==> src/rtl/irq_entry_ctrl.sv <==
// Interrupt entry/return sequencer between intc and the MIPS fetch stage.
// Waits for an instruction boundary, saves the return PC, redirects fetch and handles eret.
module irq_entry_ctrl #(
    parameter int ADDR_W      = 32,
    parameter int IACK_CYCLES = 1,
    parameter bit IE_RESET    = 1'b1,
    parameter int SPUR_W      = 8
) (
    input  logic              clk,
    input  logic              rst_n,
    input  logic              irq,
    input  logic [ADDR_W-1:0] isr_addr,
    input  logic [ADDR_W-1:0] pc_next,
    input  logic              instr_boundary,
    input  logic              eret,
    input  logic              ie_set,
    input  logic              ie_clr,
    output logic              iack,
    output logic              pc_redirect,
    output logic [ADDR_W-1:0] pc_target,
    output logic [ADDR_W-1:0] epc,
    output logic              in_isr,
    output logic              ie,
    output logic [SPUR_W-1:0] spur_cnt
);

    typedef enum logic [1:0] {IDLE, ARMED, ACK, IN_ISR} state_t;

    localparam int CNT_W = (IACK_CYCLES > 1) ? $clog2(IACK_CYCLES) : 1;
    localparam logic [CNT_W-1:0] ACK_LOAD = CNT_W'(IACK_CYCLES - 1);

    state_t            state, state_d;
    logic [CNT_W-1:0]  ack_cnt, ack_cnt_d;
    logic              iack_d, pc_redirect_d, in_isr_d, ie_d;
    logic [ADDR_W-1:0] pc_target_d, epc_d;
    logic [SPUR_W-1:0] spur_cnt_d;

    always_ff @(posedge clk or negedge rst_n) begin
        if (!rst_n) begin
            state       <= IDLE;
            ack_cnt     <= '0;
            iack        <= 1'b0;
            pc_redirect <= 1'b0;
            pc_target   <= '0;
            epc         <= '0;
            in_isr      <= 1'b0;
            ie          <= IE_RESET;
            spur_cnt    <= '0;
        end else begin
            state       <= state_d;
            ack_cnt     <= ack_cnt_d;
            iack        <= iack_d;
            pc_redirect <= pc_redirect_d;
            pc_target   <= pc_target_d;
            epc         <= epc_d;
            in_isr      <= in_isr_d;
            ie          <= ie_d;
            spur_cnt    <= spur_cnt_d;
        end
    end

    // Every output is the registered copy of its _d value; pc_redirect is the only one that self-clears.
    always_comb begin
        state_d       = state;
        ack_cnt_d     = ack_cnt;
        iack_d        = iack;
        pc_redirect_d = 1'b0;
        pc_target_d   = pc_target;
        epc_d         = epc;
        in_isr_d      = in_isr;
        ie_d          = ie;
        spur_cnt_d    = spur_cnt;

        if (state == IDLE || state == ARMED) begin
            if (ie_clr)
                ie_d = 1'b0;
            else if (ie_set)
                ie_d = 1'b1;
        end

        case (state)
            IDLE: begin
                if (irq && ie && !ie_clr)
                    state_d = ARMED;
            end
            ARMED: begin
                if (!irq) begin
                    state_d = IDLE;
                    if (spur_cnt != '1)
                        spur_cnt_d = spur_cnt + SPUR_W'(1);
                end else if (ie_clr) begin
                    state_d = IDLE;
                end else if (instr_boundary) begin
                    state_d       = ACK;
                    epc_d         = pc_next;
                    pc_target_d   = isr_addr;
                    ie_d          = 1'b0;
                    pc_redirect_d = 1'b1;
                    iack_d        = 1'b1;
                    in_isr_d      = 1'b1;
                    ack_cnt_d     = ACK_LOAD;
                end
            end
            ACK: begin
                if (ack_cnt == '0) begin
                    state_d = IN_ISR;
                    iack_d  = 1'b0;
                end else begin
                    ack_cnt_d = ack_cnt - CNT_W'(1);
                end
            end
            IN_ISR: begin
                // Nested irq is deliberately not looked at; IDLE picks it up after the return.
                if (eret) begin
                    state_d       = IDLE;
                    pc_target_d   = epc;
                    ie_d          = 1'b1;
                    pc_redirect_d = 1'b1;
                    in_isr_d      = 1'b0;
                end
            end
            default: state_d = IDLE;
        endcase
    end

endmodule

==> config.mk <==
export PLATFORM = sky130hd
export DESIGN_NAME = irq_entry_ctrl
export DESIGN_NICKNAME = d
export VERILOG_FILES = /design/src/rtl/irq_entry_ctrl.sv
export SDC_FILE = /design/constraint.sdc
export NUM_CORES = 1
export LEC_CHECK = 0
export ABC_AREA = 1
export CORE_MARGIN = 10
export CORE_UTILIZATION = 47
export CTS_CLUSTER_DIAMETER = 80
export DETAILED_ROUTE_END_ITERATION = 8
export PLACE_DENSITY = 0.85
export SLEW_MARGIN = 30
export SYNTH_ARGS = -nofsm -noshare
export SYNTH_HDL_FRONTEND = slang
export SYNTH_SLANG_ARGS = --single-unit
export TNS_END_PERCENT = 20
==> constraint.sdc <==
create_clock -name clk -period 3.1 [get_ports clk]
set_clock_uncertainty 0.1 [all_clocks]
set_input_delay 0.31 -clock clk [delete_from_list [all_inputs] [get_ports clk]]
set_output_delay 0.31 -clock clk [all_outputs]
set_load 0.005 [all_outputs]
==> metrics.csv, run 1 <==
metric,value,unit
DP HPWL,8.63,mm
dpl cell area,5260,sq um
Pleak,2.78,nW
Total Wirelength,12.2,mm
Max-slew headroom,45.3,%
core area,7730,sq um
Final Max Tran Viols,0,
Cells after DPL,723,
status,"complete, no violations",
share of layout cells above drive strength 1,4.86,%
first-pass GRT wire length,19.5,mm
Syn Inst Count,494,
Total GRT Usage,20.7,%
YS warnings,0,
"CP delay by family, top",simple AND/OR/NAND/NOR gates,
most frequent cells in the layout,"nand2_1, clkdlybuf4s50_1, dfrtp_1",
CTS root buf,clkbuf_8,
H-tree Lvls,3,
sequential share of the synthesized area,52.4,%
Die X,109,microns
drt drc,0,
syn_nets,570,
CTS Buffer Depth,2,
CTS tree,built,
Initial DRT Pass Iterations,4,
cell area after synthesis,3730,sq um
initial DRC count,195,
total power,4.89,mW
WP data required,3.22,ns
Area Growth Syn to Fin,48.0,%
Synth Area per Inst,7.55,sq um
Hold Crit Class,register to register,
Reg-to-Reg Start,state[0]$_DFFE_PN0P_,
diodes inserted,0,
Initial Util,48.3,%
hold violation count in the final report,0,
# port buffers,146,
crit path time final,2.58,ns
Post-DRT Antenna Nets,0,
VDD IR-drop max,0.470,mV
dominant cell type by count on the critical path,nand2_1,
Sink Count,78,
RSZ-0062 raised after global routing,false,
Worst EP arrival,2.70,ns
actual transition at the worst max-transition pin,0.817,ns
post-DR wirelength/cell,16.5,microns
post-route design area,5520,sq um
critical path's slowest cell,o21ai_4,
# IOs,147,
post-route insts no fill,740,
Crit Path Category,register to register,
initial antenna violation count,0,
Netlist cell types,21,
setup_tns,0,ns
Worst setup EP type,register,
M3 GR Usage,7.43,%
final net count,709,
# setup viols final,0,
remaining global-route overflow,0,
Die Height,109,microns
CTS resizes,0,
hold_sp,pc_target[15]$_DFFE_PN0P_,
CP Max Fanout,33,
Skew-Pair Late Insertion Delay,0.35,ns
M2 GR Usage,33.8,%
Critical Path Start,state[0]$_DFFE_PN0P_,
Rows,32,
register bit total from synthesis,78,
max incr delay on CP,0.67,ns
fin crit share,83.1,%
Setup crit start kind,register,
total CTS buffers,9,
# Max-Cap Violations,0,
largest net degree at the start of global routing,79,
M1 GR Usage,25.1,%
crit path cell chain,ha_1 > o21ai_4 > nand2_2 > nand2_1 > nand2_1,
Fmax,0.388,GHz
die area,11900,sq um
via density per instance,5.04,
clk slew on worst S/H paths,0.08,ns
vias in the first global route,3775,
"most common cell after layout, fill and taps aside",nand2_1,
worst path buffer plus inverter count,0,
vias post-DR,3732,
gp weighted congestion,0.944,
GRT busiest layer,met2,
PD cells,886,nW/um^2
[final cells by class]
cell class / count / area [sq um]
Clock buffer: 9 / 124
Clock inverter: 7 / 123
Fill cell: 618 / 2210
Inverter: 16 / 60.1
Multi-Input combinational cell: 375 / 1610
Sequential cell: 78 / 1950
Tap cell: 102 / 128
Timing Repair Buffer: 153 / 1520
[cells by family (layout without fill, tap and decap cells)]
kind of cell | count (synthesis) | count (layout) | share of synthesized area (%)
flops | 78 | 78 | 52.4
xor+xnor | 4 | 4 | 0.939
simple gates | 358 | 358 | 39.2
buf+inv | 41 | 185 | 4.36
compound gates | 8 | 8 | 1.44
fa+ha+maj | 5 | 5 | 1.68
[state kept, by name (all words and copies together), names as in the netlist, named ones only]
name	count
pc_target	32
iack	1
spur_cnt	8
state	1
pc_redirect	1
ie	1
in_isr	1
epc	32
[worst paths after layout]
kind	endpoint	slack, ns	cells after the start
max in group asynchronous	pc_target[29]$_DFFE_PN0P_	1.95	2
setup / recovery	pc_target[14]$_DFFE_PN0P_	0.52	5
min in group asynchronous	epc[22]$_DFFE_PN0P_	0.42	2
hold / removal	pc_target[15]$_DFFE_PN0P_	0.38	2
setup reg to reg	pc_target[14]$_DFFE_PN0P_	0.52	5
hold reg to reg	pc_target[15]$_DFFE_PN0P_	0.38	2
[cell usage after synthesis, drive strengths merged]
master	number	area share, %
xnor2	3	0.70
nand2	270	27
dfstp	1	0.70
ha	5	1.7
nor3	1	0.13
o21ai	7	1.2
dfrtp	77	52
nor2	13	1.5
o21bai	1	0.20
clkbuf	18	1.8
nand4	2	0.34
nand3	70	9.4
xor2	1	0.23
inv	16	1.6
nand3b	2	0.40
buf	7	0.94
[repair_timing]
action / 4_1_cts / 5_1_grt
endpoints found under the hold margin: 0 / 77
hold buffers: 0 / 1
endpoints found under the setup margin: 0 / 0
setup buffers: 0 / 0
[layer usage]
layer  up-vias  share of wire [%]
met5         -                  0
met4         0               0.98
met3        10                 11
met2       129                 48
met1      1769                 40
li1       1824                  -
[power by group]
group          leakage (nW)  switching, mW  internal [mW]
Combinational          1.70          0.959           1.15
Clock                 0.116          0.382          0.537
Sequential            0.970          0.369           1.50
[per-stage QoR]
stage | hold slack, ns | worst slack [ns] | util, %
final | 0.376 | 0.524 | 71.4
after global routing | 0.401 | 0.228 | 71.4
after CTS | 0.0374 | 0.505 | 71.2
after detailed placement | 0.358 | 0.528 | 68.1
after global placement | 0.353 | 0.614 | 68.1
after floorplan | -0.0856 | 1.44 | -
[worst min-delay path, delay by kind of cell, from the launching register on]
family | cells | cell delay, ns
flops | 1 | 0.35
simple gates | 2 | 0.09
Note: power is estimated with default switching activity, not from simulation.
==> inputs of run 2 (changes only) <==
Settings changed: CORE_UTILIZATION 47 to 44, PLACE_DENSITY 0.85 to 0.8.
Clock period 3.1 ns to 2.6 ns, I/O delays scaled along.
==> run 2 against run 1 <==
  * Cell count is 0.54% higher
  * Register-to-register slack worse by 0.20 ns
  * First-iteration DRC count is 11% higher
  * Sequential share of layout area is 0.13 points higher
  * Highest routed layer unchanged
  * Setup slack worse by 0.20 ns
==> metrics.csv, run 2 (synthesis results as in run 1) <==
metric,value,unit,change
status,"complete, no violations",,unchanged
CTS root buf,clkbuf_8,,unchanged
initial DRC count,216,,was 195
Die X,112,microns,was 109 microns
vias in the first global route,3704,,was 3775
Initial Util,45.4,%,was 48.3%
vias post-DR,3747,,was 3732
# IOs,147,,unchanged
Total GRT Usage,18.5,%,was 20.7%
Max-slew headroom,53.1,%,was 45.3%
most frequent cells in the layout,"nand2_1, clkdlybuf4s50_1, dfrtp_1",,unchanged
first-pass GRT wire length,19.2,mm,was 19.5 mm
core area,8220,sq um,was 7730 sq um
"most common cell after layout, fill and taps aside",nand2_1,,unchanged
Pleak,2.78,nW,about the same
Skew-Pair Late Insertion Delay,0.34,ns,was 0.35 ns
PD cells,1030,nW/um^2,was 886 nW/um^2
RSZ-0062 raised after global routing,false,,unchanged
setup_tns,0,ns,unchanged
Post-CTS Hold Buffers,0,,unchanged
final net count,710,,was 709
# Max-Cap Violations,0,,unchanged
Crit Path Category,register to register,,unchanged
Hold WS,0.372,ns,was 0.376 ns
Area Growth Syn to Fin,47.4,%,was 48.0%
total CTS buffers,9,,unchanged
Rows,33,,was 32
Total Wirelength,12.0,mm,was 12.2 mm
remaining global-route overflow,0,,unchanged
hold violation count in the final report,0,,unchanged
Initial DRT Pass Iterations,5,,was 4
post-DR wirelength/cell,16.2,microns,was 16.5 microns
drt drc,0,,unchanged
DP HPWL,8.70,mm,was 8.63 mm
WP data required,2.73,ns,was 3.22 ns
Final Max Tran Viols,0,,unchanged
worst hold path depth,2,,unchanged
actual transition at the worst max-transition pin,0.704,ns,was 0.817 ns
# fillers,709,,was 618
die area,12600,sq um,was 11900 sq um
diodes inserted,0,,unchanged
initial antenna violation count,0,,unchanged
fin crit share,87.6,%,was 83.1%
R2R Setup Slk,0.32,ns,was 0.52 ns
Top Registers,"epc: 32 flops, pc_target: 32 flops, spur_cnt: 8 flops",,unchanged
Fmax,0.439,GHz,was 0.388 GHz
CTS Buffer Depth,2,,unchanged
Setup crit start kind,register,,unchanged
VDD IR-drop max,0.484,mV,was 0.470 mV
clk slew on worst S/H paths,0.08,ns,about the same
post-CTS setup repair buffer count,0,,unchanged
CP Max Fanout,33,,unchanged
CTS tree,built,,unchanged
Hold Crit Class,register to register,,unchanged
crit path time final,2.28,ns,was 2.58 ns
Worst setup EP type,register,,unchanged
share of layout cells above drive strength 1,4.69,%,was 4.86%
CTS resizes,0,,unchanged
Die Height,112,microns,was 109 microns
largest net degree at the start of global routing,79,,unchanged
Sink Count,78,,unchanged
Post-DRT Antenna Nets,0,,unchanged
R2R depth,7,,was 5
# port buffers,146,,unchanged
via density per instance,5.04,,about the same
# setup viols final,0,,unchanged
H-tree Lvls,3,,unchanged
gp weighted congestion,0.893,,was 0.944
Worst EP arrival,2.40,ns,was 2.70 ns
-- run 2: path summary, 6_finish.rpt --
path | end | from
worst max register to register | pc_target[8]$_DFFE_PN0P_ | state[0]$_DFFE_PN0P_
max in group asynchronous | pc_target[7]$_DFFE_PN0P_ | rst_n
min in group asynchronous | epc[21]$_DFFE_PN0P_ | rst_n
worst min register to register | pc_target[29]$_DFFE_PN0P_ | pc_target[29]$_DFFE_PN0P_
worst min-delay path | pc_target[29]$_DFFE_PN0P_ | pc_target[29]$_DFFE_PN0P_
worst max-delay path | pc_target[8]$_DFFE_PN0P_ | state[0]$_DFFE_PN0P_
-- run 2: layout make-up --
| type | instances | area, sq um | share of cell area [%] |
|---|---|---|---|
| inverter | 16 | 60.1 | 1.09 |
| timing repair buffer | 154 | 1530 | 27.7 |
| clock inverter | 4 | 70.1 | 1.27 |
| tap | 105 | 131 | 2.39 |
| clock buffer | 12 | 145 | 2.64 |
| multi-input combinational | 375 | 1610 | 29.4 |
| sequential | 78 | 1950 | 35.5 |
-- run 2: critical path, stage by stage, from the launching register on --
cell and delay (ns):
dfrtp_1 0.44, ha_1 0.25, inv_2 0.27, nor2_1 0.11
inv_2 0.28, nand2_2 0.46, nand2_1 0.19, nand2_1 0.07
-- run 2: power breakdown --
part | switching (mW) | internal (mW) | leakage (nW) | total [mW]
logic | 1.12 | 1.37 | 1.70 | 2.50
registers | 0.428 | 1.78 | 0.970 | 2.21
clock network | 0.414 | 0.565 | 0.110 | 0.979
total | 1.96 | 3.72 | 2.78 | 5.69
-- run 2: metal layers --
| metal | vias to the layer above | GRT usage [%] | part of all wire [%] |
|---|---|---|---|
| met2 | 164 | 30.2 | 47 |
| met5 | - | 0 | 0 |
| li1 | 1829 | - | - |
| met1 | 1742 | 22.1 | 42 |
| met4 | 0 | 5.08 | 1.0 |
| met3 | 12 | 7.40 | 10 |
-- run 2: per-stage QoR --
stage | instances | power, mW | area (sq um) | setup slack [ns] | util, %
after detailed placement | 727 | 4.75 | 5270 | 0.319 | 64.1
final | 744 | 5.69 | 5500 | 0.323 | 66.9
after global placement | 727 | 4.67 | 5270 | 0.404 | 64.1
after CTS | 743 | 5.75 | 5490 | 0.308 | 66.8
after global routing | 744 | 6.11 | 5500 | 0.0656 | 66.9
after floorplan | 494 | 3.13 | 3730 | 0.937 | -
